[src/rtl/serial_subtractor.sv]
`default_nettype none
// ============================================================================
// Module   : serial_subtractor
// Brief    : Bit-serial ripple-borrow subtractor, diff = a - b - bin, LSB first.
// Revision : 1.0  initial release
// ============================================================================
module serial_subtractor #(
    parameter int WIDTH = 8,
    parameter int CNT_W = $clog2(WIDTH)
) (
    input  logic             clk,
    input  logic             rst,
    input  logic             start,
    input  logic [WIDTH-1:0] a,
    input  logic [WIDTH-1:0] b,
    input  logic             bin,
    output logic             busy,
    output logic             done,
    output logic [WIDTH-1:0] diff,
    output logic             borrow_out
);

    localparam logic [CNT_W-1:0] c_last_bit = CNT_W'(WIDTH - 1);

    typedef enum logic [1:0] {
        S_IDLE  = 2'd0,
        S_SHIFT = 2'd1,
        S_DONE  = 2'd2
    } state_t;

    state_t           r_state;
    state_t           w_state_next;
    logic [WIDTH-1:0] r_a_sr;
    logic [WIDTH-1:0] r_b_sr;
    logic             r_br;
    logic [CNT_W-1:0] r_cnt;
    logic             r_busy;
    logic             r_done;
    logic [WIDTH-1:0] r_diff;
    logic             r_borrow_out;

    logic             w_x;
    logic             w_y;
    logic             w_d;
    logic             w_br_next;
    logic             w_last;

    assign w_x       = r_a_sr[0];
    assign w_y       = r_b_sr[0];
    assign w_d       = w_x ^ w_y ^ r_br;
    assign w_br_next = (~w_x & w_y) | (~(w_x ^ w_y) & r_br);
    assign w_last    = (r_cnt == c_last_bit);

    always_comb begin
        w_state_next = r_state;
        case (r_state)
            S_IDLE:  if (start) w_state_next = S_SHIFT;
            S_SHIFT: if (w_last) w_state_next = S_DONE;
            S_DONE:  w_state_next = S_IDLE;
            default: w_state_next = S_IDLE;
        endcase
    end

    always_ff @(posedge clk or posedge rst) begin
        if (rst) begin
            r_state <= S_IDLE;
            r_busy  <= 1'b0;
            r_done  <= 1'b0;
        end else begin
            r_state <= w_state_next;
            r_busy  <= (w_state_next != S_IDLE);
            r_done  <= (w_state_next == S_DONE);
        end
    end

    // The minuend register doubles as the result shift register: each consumed
    // LSB frees an MSB slot that receives the new difference bit.
    always_ff @(posedge clk or posedge rst) begin
        if (rst) begin
            r_a_sr       <= '0;
            r_b_sr       <= '0;
            r_br         <= 1'b0;
            r_cnt        <= '0;
            r_diff       <= '0;
            r_borrow_out <= 1'b0;
        end else begin
            case (r_state)
                S_IDLE: begin
                    if (start) begin
                        r_a_sr <= a;
                        r_b_sr <= b;
                        r_br   <= bin;
                        r_cnt  <= '0;
                    end
                end
                S_SHIFT: begin
                    r_a_sr <= {w_d, r_a_sr[WIDTH-1:1]};
                    r_b_sr <= {1'b0, r_b_sr[WIDTH-1:1]};
                    r_br   <= w_br_next;
                    r_cnt  <= r_cnt + CNT_W'(1);
                    if (w_last) begin
                        r_diff       <= {w_d, r_a_sr[WIDTH-1:1]};
                        r_borrow_out <= w_br_next;
                    end
                end
                default: ;
            endcase
        end
    end

    assign busy       = r_busy;
    assign done       = r_done;
    assign diff       = r_diff;
    assign borrow_out = r_borrow_out;

endmodule
`default_nettype wire

[config.mk]
export PLATFORM = sky130hd
export DESIGN_NAME = serial_subtractor
export DESIGN_NICKNAME = d
export VERILOG_FILES = /design/src/rtl/serial_subtractor.sv
export SDC_FILE = /design/constraint.sdc
export NUM_CORES = 1
export LEC_CHECK = 0
export ABC_CLOCK_PERIOD_IN_PS = 1420
export CORE_ASPECT_RATIO = 0.8
export CORE_MARGIN = 1.5
export CORE_UTILIZATION = 31
export DETAILED_ROUTE_END_ITERATION = 10
export HOLD_SLACK_MARGIN = 0.12
export SYNTH_ARGS = -nofsm -noshare
export SYNTH_HDL_FRONTEND = slang
export SYNTH_SLANG_ARGS = --single-unit
[constraint.sdc]
create_clock -name clk -period 1.42 [get_ports clk]
set_input_delay 0.355 -clock clk [delete_from_list [all_inputs] [get_ports clk]]
set_output_delay 0.355 -clock clk [all_outputs]
set_load 0.01 [all_outputs]
==> results.txt <==
----------------------------------------------------
[Route]
  Top Layer Used ... met4
  Routed wl met3 ... 219 um
  Metal1 wirelength ... 1600 um
  Detailed Route Iter0 Violations ... 81
  Total length of routed wires ... 3370 um
  Routed via count ... approximately 1100
  Number of detailed-routing iterations run before antenna repair ... 4
  # DRC ... 0
  Detail-routed via count per cell ... slightly below 5
  Post-detailed-route count of antenna-violating nets ... 0
  Routed wire per std cell ... 14.3 um
  Met2 Wirelength ... 1500 um

[Synth]
  Number of distinct library cells after synthesis ... 30
  List of most frequent post-synthesis cells ... sky130_fd_sc_hd__dfrtp_1, sky130_fd_sc_hd__nor3_1, sky130_fd_sc_hd__nor2_1, sky130_fd_sc_hd__nor3b_1, sky130_fd_sc_hd__mux2_2
  Post-synthesis average cell area ... 11.3 um^2
  Synth Net Count ... 160
  Most common cell in the netlist ... sky130_fd_sc_hd__dfrtp_1
  Yosys Warn Count ... 0
  Dominant cells by area after synthesis ... sky130_fd_sc_hd__dfrtp_1, sky130_fd_sc_hd__nor3_1, sky130_fd_sc_hd__mux2_2
  Count of state elements after synthesis ... 33
  Number of enable-type register cells in the synthesized netlist ... 0
  Fraction of synthesized cell area taken by the top area cell type ... a little over half
  Post-synth design cell area ... 1550 um^2
  Async S/R FF share, synth ... 100%
  Prevailing post-synth register cell ... sky130_fd_sc_hd__dfrtp_1
  Cell taking the most area after synthesis ... sky130_fd_sc_hd__dfrtp_1
  Cell count after synthesis ... 137
  Proportion of synthesized chip area in sequential cells ... 53.3%

[Layout]
  Ratio of cells with drive above 1 in the final layout ... 21.0%
  Cell area after layout ... about 2000 um^2
  Non-Filler Instances ... 236
  Area growth from synthesis to layout ... 32.8%
  Number of diodes ... 0
  Final nets ... 198

[STA]
  Hold Worst Slack ... around 0.43 ns
  Worst clock skew on the final layout ... around 0.0044 ns
  Total count of hold-check failures in the final report ... 0
  Worst-case setup margin in the final layout ... 0.0542 ns
  Total of endpoints with negative setup slack in the final report ... 0
  Final critical-path share of the clock period ... a little under 100%
  Max transition margin ... 72.7%
  Max Slew Vio Count ... 0
  Clock period minus worst slack ... about 1.4 ns
  Slew of the pin with the lowest slew margin ... 0.409 ns
  Fmax ... about 0.73 GHz

[Setup path]
  FF-to-FF path depth ... 4
  Category of the worst setup path capture point ... flop
  Critical Path RT ... 1.58 ns
  Kind of launch point of the worst setup path ... flop
  Setup Crit Path Kind ... reg -> reg
  Worst Path Max Fanout ... 5
  CP Data Arrival Time ... roughly 1.5 ns

[Floorplanning]
  Die width ... 82.1 um
  Top-Level Pins ... 31
  Die height ... approximately 66 um
  Core Rows ... 22
  Placeable Area ... 4710 um^2
  Overall die area ... 5440 um^2
  Initial Utilization ... 32.9%

[Run]
  Number of max-cap violations ... 0

[Clock network]
  Insertion delay of the later-clocked pin in the worst-skew pair ... ~0.28 ns
  Number of setup buffers added after CTS ... 0
  CTS tree ... done
  Number of clock sinks ... 33
  Root buffer selected by CTS ... sky130_fd_sc_hd__clkbuf_8
  Worst-case clock buffer depth ... 2
  Clock-pin slew on the worst setup and hold paths ... 0.07 ns
  Number of buffers added by the clock tree synthesis step ... 5
  H-tree levels ... 2

[Global routing]
  Final global-route overflow total ... 0
  Total GRT Usage ... 14.2%
  Via count of the first global-routing pass ... 1142
  Antenna violations before repair ... 0
  Global-route wire length before repair ... 5670 um
  Largest net degree at the start of global routing ... 34

[Hold path]
  Worst hold-check path type ... in -> async

[Place]
  Count of buffers inserted at the top-level ports ... 30
  Standard cell area after detailed placement ... between 1500 and 2000 um^2
  Final weighted congestion in routability-driven placement ... roughly 0.77
  Detailed placer's ending HPWL ... 2370 um
  Placed cells ... around 230
  Worst slack, placed ... -0.150 ns

[Pwr]
  Largest voltage drop on the vdd net ... 0.815 mV
  Final Total Pwr ... 4.10 mW
  Power density of the placed cells ... 1990 nW/um^2
  Leakage power ... ~0.9 nW

[Outcome]
  Result of the run ... finished clean

----------------------------------------------------
[layout make-up]
type | count | area (um^2)
Clock buffer | 7 | 96.3
Inverter | 6 | 23.8
Clock inverter | 1 | 5.00
Fill cell | 433 | 2650
Tap cell | 60 | 75.1
Multi-Input combinational cell | 89 | 659
Sequential cell | 33 | 826
Timing Repair Buffer | 40 | 374
[layer usage]
layer / track usage, % / vias up
met1: 19.5 / 548
met5: 0 / -
met2: 20.0 / 35
li1: - / 551
met3: 4.41 / 4
met4: 7.20 / 0
[kinds of logic after synthesis]
group                      after synthesis  share of synthesized area (%)
AOI/OAI and AO/OA                       10                           5.25
adders and majority gates                3                           2.91
buffers and inverters                   16                           6.46
DFF                                     33                           53.3
muxes                                    8                           5.81
and+or+nand+nor                         67                           26.3
[repair_timing]
action                                  4_1_cts  5_1_grt
hold buffers                                  0        0
gates cloned                                  0        1
endpoints found under the hold margin         0        0
endpoints found under the setup margin       15        9
gates resized for setup                      11        3
[sequential cells by signal, summed over array words and instances, names as in the netlist]
register    flops
diff            8
r_a_sr          8
r_b_sr          8
r_cnt           3
r_state         2
borrow_out      1
busy            1
done            1
r_br            1
[cells in the final DEF, fill, tap and decap left out]
cell type                         instances
sky130_fd_sc_hd__o21ai_0                  2
sky130_fd_sc_hd__clkinv_2                 2
sky130_fd_sc_hd__nor4b_1                  1
sky130_fd_sc_hd__nor3_2                   2
sky130_fd_sc_hd__o21ai_1                  1
sky130_fd_sc_hd__ha_4                     1
sky130_fd_sc_hd__nand2_1                  3
sky130_fd_sc_hd__buf_4                    9
sky130_fd_sc_hd__dfrtp_1                 33
sky130_fd_sc_hd__clkbuf_8                 7
sky130_fd_sc_hd__a211oi_1                 1
sky130_fd_sc_hd__nor3b_2                  4
sky130_fd_sc_hd__nor3b_1                 10
sky130_fd_sc_hd__and2b_1                  1
sky130_fd_sc_hd__mux2_1                   1
sky130_fd_sc_hd__nand3b_4                 2
sky130_fd_sc_hd__a22o_1                   2
sky130_fd_sc_hd__buf_12                   1
sky130_fd_sc_hd__ha_2                     1
sky130_fd_sc_hd__dlygate4sd2_1           11
sky130_fd_sc_hd__a21oi_1                  1
sky130_fd_sc_hd__o21bai_4                 1
sky130_fd_sc_hd__nand2b_1                 4
sky130_fd_sc_hd__inv_1                    5
sky130_fd_sc_hd__nor3_1                  27
sky130_fd_sc_hd__a221oi_1                 1
sky130_fd_sc_hd__mux2_2                   7
sky130_fd_sc_hd__nor2_1                  13
sky130_fd_sc_hd__nor2b_1                  1
sky130_fd_sc_hd__clkdlybuf4s50_1         19
sky130_fd_sc_hd__fa_1                     1
sky130_fd_sc_hd__o32ai_1                  1
[power breakdown]
part / total (mW) / internal, mW / switching [mW]
Combinational: 1.65 / 0.884 / 0.766
Sequential: 1.69 / 1.38 / 0.307
Clock: 0.766 / 0.438 / 0.328
[critical path, stage by stage (launching register included)]
cell and delay [ns]:
sky130_fd_sc_hd__dfrtp_1 0.39, sky130_fd_sc_hd__ha_2 0.20, sky130_fd_sc_hd__ha_4 0.18, sky130_fd_sc_hd__nand3b_4 0.13, sky130_fd_sc_hd__mux2_2 0.35
[final timing paths]
check | startpoint | to | slack (ns)
max in group asynchronous | rst | diff[5]$_DFFE_PP0P_ | 0.81
max reg2reg | r_cnt[0]$_DFFE_PP0P_ | diff[7]$_DFFE_PP0P_ | 0.05
max | r_cnt[0]$_DFFE_PP0P_ | diff[7]$_DFFE_PP0P_ | 0.05
min | rst | done$_DFF_PP0_ | 0.43
min reg2reg | borrow_out$_DFFE_PP0P_ | borrow_out$_DFFE_PP0P_ | 0.47
min in group clk | borrow_out$_DFFE_PP0P_ | borrow_out$_DFFE_PP0P_ | 0.47
[per-stage QoR]
step / TNS (ns) / util [%]
after floorplan: 0 / -
after global placement: -1.60 / 41.2
after detailed placement: -2.04 / 41.2
after CTS: -0.00857 / 43.1
after global routing: -0.00255 / 43.8
final: 0 / 43.8
(Power assumes the default switching activity.)
